<file path="src/rtl/fdu_pkg.sv">
// ---------------------------------------------------------------------------
// fdu_pkg -- shared definitions for the fetch/decode unit.
//   Opcode constants, instruction field positions and the FSM state enum.
//   Optional feature macro: FDU_BNEZ_EN (enables BNEZ as a control opcode).
// ---------------------------------------------------------------------------
package fdu_pkg;

   // Instruction field positions (16-bit instruction word)
   localparam int OP_MSB  = 15;
   localparam int OP_LSB  = 12;
   localparam int IMM_MSB = 7;
   localparam int IMM_LSB = 0;

   localparam logic [3:0] OP_JMP  = 4'hE;
   localparam logic [3:0] OP_BEQZ = 4'hD;
   localparam logic [3:0] OP_BNEZ = 4'hC;
   localparam logic [3:0] OP_HALT = 4'hF;

   typedef enum logic [1:0] {
      S_BOOT  = 2'd0,
      S_RUN   = 2'd1,
      S_FLUSH = 2'd2,
      S_HALT  = 2'd3
   } state_e;

endpackage

</file>
<file path="src/rtl/fetch_decode_unit_decoder.sv">
// ---------------------------------------------------------------------------
// fdu_decoder -- combinational control-flow decode.
//   op_i              opcode field
//   imm8_i            8-bit immediate field
//   zero_i            ALU zero flag
//   is_jump_o         JMP opcode
//   is_branch_taken_o conditional branch whose condition holds
//   is_halt_o         HALT opcode
//   tgt_o             imm8 when a jump/branch is taken, else 0
// Optional feature macro: FDU_BNEZ_EN (BNEZ taken when zero_i=0).
// ---------------------------------------------------------------------------
module fdu_decoder
   import fdu_pkg::*;
(
   input  logic [3:0] op_i,
   input  logic [7:0] imm8_i,
   input  logic       zero_i,
   output logic       is_jump_o,
   output logic       is_branch_taken_o,
   output logic       is_halt_o,
   output logic [7:0] tgt_o
);

   logic beqz_taken;
   logic bnez_taken;

   assign is_jump_o  = (op_i == OP_JMP);
   assign is_halt_o  = (op_i == OP_HALT);
   assign beqz_taken = (op_i == OP_BEQZ) && zero_i;

`ifdef FDU_BNEZ_EN
   assign bnez_taken = (op_i == OP_BNEZ) && !zero_i;
`else
   // Opcode 4'hC is an ordinary non-control instruction in this build.
   assign bnez_taken = 1'b0;
`endif

   assign is_branch_taken_o = beqz_taken || bnez_taken;
   assign tgt_o = (is_jump_o || is_branch_taken_o) ? imm8_i : 8'h00;

endmodule

</file>
<file path="src/rtl/fetch_decode_unit.sv">
// ---------------------------------------------------------------------------
// fetch_decode_unit -- instruction-side partner of the PC/branch controller.
//   Presents the PC to a synchronous instruction memory, retires the returned
//   instruction into ir, decodes control flow back to the PC controller,
//   squashes the single wrong-path word after a taken jump/branch, and pins
//   the PC on HALT until reset.
// Ports:
//   clk          rising-edge clock
//   reset        asynchronous active-low reset
//   pc           current PC from the PC controller
//   imem_addr    instruction memory address (= pc)
//   imem_rdata   instruction memory data, valid the cycle after the address
//   zero         ALU zero flag for conditional branches
//   branch/jump  take relative branch / absolute jump (combinational)
//   imm          branch offset or jump target, 0 when neither is taken
//   ir/ir_valid  last retired instruction; ir_valid = updated on prior edge
//   halted       core is in HALT
//   retired_cnt  number of retired instructions (wraps)
// Optional feature macro: FDU_BNEZ_EN (decoded in fdu_decoder).
// ---------------------------------------------------------------------------
module fetch_decode_unit
   import fdu_pkg::*;
#(
   parameter int IW = 16,
   parameter int AW = 8,
   parameter int CW = 16
) (
   input  logic          clk,
   input  logic          reset,
   input  logic [AW-1:0] pc,
   output logic [AW-1:0] imem_addr,
   input  logic [IW-1:0] imem_rdata,
   input  logic          zero,
   output logic          branch,
   output logic          jump,
   output logic [AW-1:0] imm,
   output logic [IW-1:0] ir,
   output logic          ir_valid,
   output logic          halted,
   output logic [CW-1:0] retired_cnt
);

   state_e        state_q, state_d;
   logic [AW-1:0] pc_q;
   logic [AW-1:0] halt_pc_q, halt_pc_d;
   logic [IW-1:0] ir_q, ir_d;
   logic          ir_valid_q, ir_valid_d;
   logic [CW-1:0] cnt_q, cnt_d;

   logic          dec_jump, dec_br, dec_halt;
   logic [7:0]    dec_tgt;

   assign imem_addr = pc;

   fdu_decoder u_dec (
      .op_i              (imem_rdata[OP_MSB:OP_LSB]),
      .imm8_i            (imem_rdata[IMM_MSB:IMM_LSB]),
      .zero_i            (zero),
      .is_jump_o         (dec_jump),
      .is_branch_taken_o (dec_br),
      .is_halt_o         (dec_halt),
      .tgt_o             (dec_tgt)
   );

   always_comb begin
      state_d    = state_q;
      branch     = 1'b0;
      jump       = 1'b0;
      imm        = '0;
      ir_d       = ir_q;
      ir_valid_d = 1'b0;
      cnt_d      = cnt_q;
      halt_pc_d  = halt_pc_q;
      case (state_q)
         S_BOOT: state_d = S_RUN;
         S_RUN: begin
            ir_d       = imem_rdata;
            ir_valid_d = 1'b1;
            cnt_d      = cnt_q + CW'(1);
            // HALT is a self-jump to its own address; pc_q is that address.
            if (dec_halt) begin
               jump      = 1'b1;
               imm       = pc_q;
               halt_pc_d = pc_q;
               state_d   = S_HALT;
            end else if (dec_jump) begin
               jump    = 1'b1;
               imm     = AW'(dec_tgt);
               state_d = S_FLUSH;
            end else if (dec_br) begin
               branch  = 1'b1;
               imm     = AW'(dec_tgt);
               state_d = S_FLUSH;
            end
         end
         // Wrong-path word already fetched: drop it, decode nothing.
         S_FLUSH: state_d = S_RUN;
         S_HALT: begin
            jump = 1'b1;
            imm  = halt_pc_q;
         end
         default: state_d = S_BOOT;
      endcase
   end

   always_ff @(posedge clk or negedge reset) begin
      if (!reset) begin
         state_q    <= S_BOOT;
         pc_q       <= '0;
         halt_pc_q  <= '0;
         ir_q       <= '0;
         ir_valid_q <= 1'b0;
         cnt_q      <= '0;
      end else begin
         state_q    <= state_d;
         pc_q       <= pc;
         halt_pc_q  <= halt_pc_d;
         ir_q       <= ir_d;
         ir_valid_q <= ir_valid_d;
         cnt_q      <= cnt_d;
      end
   end

   assign ir          = ir_q;
   assign ir_valid    = ir_valid_q;
   assign halted      = (state_q == S_HALT);
   assign retired_cnt = cnt_q;

endmodule

</file>
<file path="config.mk">
export PLATFORM = sky130hd
export DESIGN_NAME = fetch_decode_unit
export DESIGN_NICKNAME = d
export VERILOG_FILES = /design/src/rtl/fdu_pkg.sv /design/src/rtl/fetch_decode_unit_decoder.sv /design/src/rtl/fetch_decode_unit.sv
export SDC_FILE = /design/constraint.sdc
export NUM_CORES = 1
export LEC_CHECK = 0
export CAP_MARGIN = 20
export CORE_ASPECT_RATIO = 0.6
export CORE_MARGIN = 1
export CORE_UTILIZATION = 40
export DETAILED_ROUTE_END_ITERATION = 10
export PLACE_DENSITY = 0.76
export SYNTH_ARGS = -nofsm -noshare
export SYNTH_HDL_FRONTEND = slang
export SYNTH_SLANG_ARGS = --single-unit
</file>
<file path="constraint.sdc">
create_clock -name clk -period 2 [get_ports clk]
set_input_delay 0.4 -clock clk [delete_from_list [all_inputs] [get_ports clk]]
set_output_delay 0.4 -clock clk [all_outputs]
set_load 0.03 [all_outputs]
</file>
== Word level (Yosys, flattened, before mapping) ==
Index checks and enable logic that the tools add are counted.
W data, S select, Z words.
Storage, ports and cells
  output and inout bits: 52
  register bits: 51
  logic and storage cells: 38
  input port bits: 27
Cells by class
  $add $sub $neg: 1
  multiplexer cells: 17
  reductions and logical operators: 7
  eq/ne operators: 7
Operators by type and width (number)
  $mux W8: 4
  $add A16 B1 Y16 const B: 1
  $pmux W8 S2: 1
  $eq A4 B4 Y1 const B: 3
  $mux W1: 7
  $mux W2: 3
  $eq A2 B2 Y1 const B: 2
  $ne A4 B2 Y1 const B: 1
  $pmux W2 S2: 1
  $reduce_and A2 Y1: 2
  $eq A2 B1 Y1 const B: 1
  $logic_not A2 Y1: 1
  $pmux W1 S2: 1
  $reduce_bool A2 Y1: 1
  $reduce_or A2 Y1: 1
  $logic_and A1 B1 Y1: 1
  $logic_or A1 B1 Y1: 1

== Longest topological paths before layout ==
  depth in word-level cells: 8
  mapped depth: 7
  depth with buffers taken out: 5

== Hierarchy ==
From an unflattened synthesis, not the netlist that was laid out.
Second synthesis, totals
  cells, all modules: 218
  area, all modules: 2328.5 um^2
Modules (own cells, without submodules)
  fetch_decode_unit: instances 1, sequential area each 1276.2 um^2, area an instance 2144.6 um^2, cells each 192
  fdu_decoder: instances 1, sequential area each 0.0 um^2, area an instance 183.9 um^2, cells each 26

== Least setup slack after synthesis ==
OpenSTA, ideal clock, no wires.
  kind: input -> output
  from: in imem_rdata[13]
  to: out imm[5]
  data required time: 1.600 ns
  arrival time: 1.418 ns
  stages: 6
  path buffers: 2
  setup slack: 0.182 ns
  cell sequence: and3_1 > and3_4 > buf_6 > buf_6 > a222oi_1 > inv_1
Between the ends
  longest elaborated chain between the ends: 8
  elaborated cells between the ends (all ways): 10
  classes of those cells: eq/ne (3); mux (5); reduce/logical (2)
RTL lines
  start, declared: line fetch_decode_unit.sv:32  | input logic [IW-1:0] imem_rdata,
  $eq A4 B4 Y1: line fetch_decode_unit_decoder.sv:29  | assign beqz_taken = (op_i == OP_BEQZ) && zero_i;
  $logic_and A1 B1 Y1: line fetch_decode_unit_decoder.sv:29
  $logic_or A1 B1 Y1: line fetch_decode_unit_decoder.sv:39  | assign tgt_o = (is_jump_o || is_branch_taken_o) ? imm8_i : 8'h00;
  $mux W8: line fetch_decode_unit_decoder.sv:39
  $mux W8: line fetch_decode_unit.sv:90  | end else if (dec_br) begin
  $mux W8: line fetch_decode_unit.sv:86  | end else if (dec_jump) begin
  $mux W8 (*): line fetch_decode_unit.sv:81  | if (dec_halt) begin
  $pmux W8 S2 (*): line fetch_decode_unit.sv:74  | case (state_q)
  end, declared: line fetch_decode_unit.sv:36  | output logic [AW-1:0] imm,
Every way passes the cells marked *; elsewhere a longest branch is shown, timed or not.

== Worst setup path in the final report ==
  from: reg state_q[0]
  to: out imm[2]
Between the ends
  longest elaborated chain between the ends: 2
  elaborated cells between the ends (all ways): 3
  classes of those cells: eq/ne (2); mux (1)
RTL lines
  start, declared: line fetch_decode_unit.sv:43  | state_e state_q, state_d;
  start signal, assigned: line fetch_decode_unit.sv:115  | state_q <= state_d;
  $eq A2 B2 Y1 / $eq A2 B1 Y1 (equally long branches): line fetch_decode_unit.sv:74
  $pmux W8 S2 (*): line fetch_decode_unit.sv:74
Marked as above.

==> metrics.txt <==
die width 96.9 µm; Routed wire per std cell 14.4 µm; die area 0.00572 mm²; Netlist cell types 31; Max Cap Viol 0; minimum clock period 2.04 ns; final period utilization 1.02; Comb pwr share 0.429; Row Count 20; Placed Area 0.00299 mm²; initial core utilization 0.422; Synth Warn # 0; P_int 2220 µW; cts hold-fix bufs 0; clock share of power 0.160; status complete, but fails checks; clk_lat worst skew 0.31 ns; final wirelength 5170 µm; final setup fails 4; CP Class flip-flop to output port; CP Launch Type flip-flop; Fin. Hold Viols 0; failing checks negative setup slack; fmax 490 MHz; CTS Buffer Depth 2; Synth Area per Inst 10.9 µm²; CP required 1.60 ns; Fillers 415; core area 0.00513 mm²; clk slew on worst S/H paths 0.09 ns; RePlAce Congestion 0.754; grt total ovfl 0; #FFs+latches synth 51; Register Area 0.00128 mm²; PortBufs 78; Hold/Removal Path Class input pin to asynchronous set/reset pin; Setup WS post-layout -0.0404 ns; Die Ht 59.0 µm; CTS tree yes; Nets 319; vias per cell 4.93; synthesized instance count 199; worst slew pin tran 0.470 ns; GRT Overall Usage 0.196; # DRC 0; Multi-input gate area 767 µm²; worst-path maximum fanout 6; Flop pwr share 0.411; Slew Limit Headroom 0.687; DR vias 1765; Pleak 0.00155 µW; ANT cells 0; vias in the first global route 1710; post-route cell area 0.00320 mm²; Post-Syn Area 0.00216 mm²; largest net degree at the start of global routing 33; Final Skew 0.00773 ns; most common cell after layout, fill and taps aside clkdlybuf4s50_1; clock tree sinks 51; HPWL Detailed 3460 µm; I/O Pins 79; most frequent cells in the layout clkdlybuf4s50_1 (60), nand2_1 (54), dfrtp_1 (51); sequential area share after synthesis 0.590; antenna violations before repair 0; Starting DRT DRC Count 100; H-Tree Level Count 2; layout cells sized above 1 0.202; synthesized net count 227; Net Sw Frac 0.383; CTS Buf Count 5; CTS root buffer clkbuf_8; Routed Antenna Nets 0; VDD IR max 0.649 mV; Sw Pwr 1380 µW; unrepaired setup endpoints after global routing true; first-pass GRT wire length 8540 µm; CP endpoint kind output port; Final Slew Violations 0; pre-CTS setup slack -0.377 ns; P per Cell Area 1120 mW/mm²; Area Growth Syn to Fin 48.1%; first drt pass iteration count 4; CP arrival 1.64 ns
[what timing repair did]
item                                   CTS  global route
cloned                                   1             0
pin swaps                                6            10
endpoints found under the hold margin    0             0
setup buffers                            8             2
setup endpoints to repair                9             8
gates resized for setup                 25             2
[stage by stage]
stage / instances / power, µW / TNS (ns) / util / hold slack [ns]
floorplan: 199 / 2320 / 0 / - / 0.104
global placement: 340 / 2980 / -2.03 / 0.583 / 0.385
detailed placement: 340 / 3000 / -2.81 / 0.583 / 0.393
CTS: 356 / 3620 / -0.294 / 0.623 / 0.0546
global route: 358 / 3800 / -0.743 / 0.625 / 0.0650
finish: 358 / 3600 / -0.130 / 0.625 / 0.0323
[layer usage]
metal	vias to the layer above	GRT usage	wire length [µm]	part of all wire
met5	-	0	0	0
met4	0	0.0512	43	0.0083
met3	5	0.0582	412	0.080
met2	78	0.293	2240	0.43
met1	854	0.281	2470	0.48
li1	828	-	-	-
[cell type report]
class | count | area share
inverters | 12 | 0.0141
multi-input cells | 122 | 0.239
flip-flops and latches | 51 | 0.398
clock inverters | 3 | 0.00469
clock buffers | 5 | 0.0215
repair buffers | 99 | 0.296
well taps | 66 | 0.0258
[synth_stat cells, drive strengths merged]
cell type	instances	area, µm²
a211oi	1	12.5
a21oi	1	5.00
a222oi	8	80.1
and2	1	6.26
and3	4	30.0
and4	1	8.76
buf	13	96.3
clkbuf	2	7.51
dfrtp	51	1280
ha	1	12.5
inv	12	45.0
mux2	8	97.6
nand2	55	206
nand2b	2	20.0
nand3	7	35.0
nand3b	1	7.51
nand4	2	12.5
nor2	5	18.8
nor3	5	25.0
nor3b	1	7.51
o21a	2	15.0
or2	1	6.26
xnor2	8	70.1
xor2	7	61.3
[cells by family (layout without fill, tap and decap cells)]
kind of cell / after synthesis / after routing / synth area share
xor+xnor: 15 / 15 / 0.0607
mux: 8 / 8 / 0.0451
compound gates: 12 / 12 / 0.0520
simple gates: 85 / 86 / 0.178
buf+inv: 27 / 119 / 0.0688
flops: 51 / 51 / 0.590
fa+ha+maj: 1 / 1 / 0.00578
[power by group through the flow]
stage	Combinational [µW]	Clock, µW	Sequential (µW)
finish	1550	575	1480
global route	1640	645	1520
CTS	1560	586	1480
detailed placement	1510	0	1490
global placement	1480	0	1490
floorplan	440	0	1880
[worst paths after layout]
kind,start,endpoint,slack [ns],cells after the start
worst max-delay path,state_q[0],imm[2],-0.04,5
worst min-delay path,reset,retired_cnt[6],0.03,1
worst max register to register,state_q[1],retired_cnt[14],0.26,6
worst min register to register,retired_cnt[15],retired_cnt[15],0.48,1
max in group asynchronous,reset,retired_cnt[7],1.43,2
min in group clk,imem_rdata[13],ir[13],0.35,3
[flip-flops by register name, indices dropped and copies added, names as in the netlist]
| register | count |
|---|---|
| halt_pc_q | 8 |
| ir | 16 |
| ir_valid | 1 |
| pc_q | 8 |
| retired_cnt | 16 |
| state_q | 2 |
[worst max-delay path, cell delays in order (launching register included)]
cell,delay [ns]
dfrtp_1,0.44
and2_4,0.18
buf_6,0.13
a222oi_1,0.34
inv_1,0.09
buf_6,0.15
(Power assumes the default switching activity.)
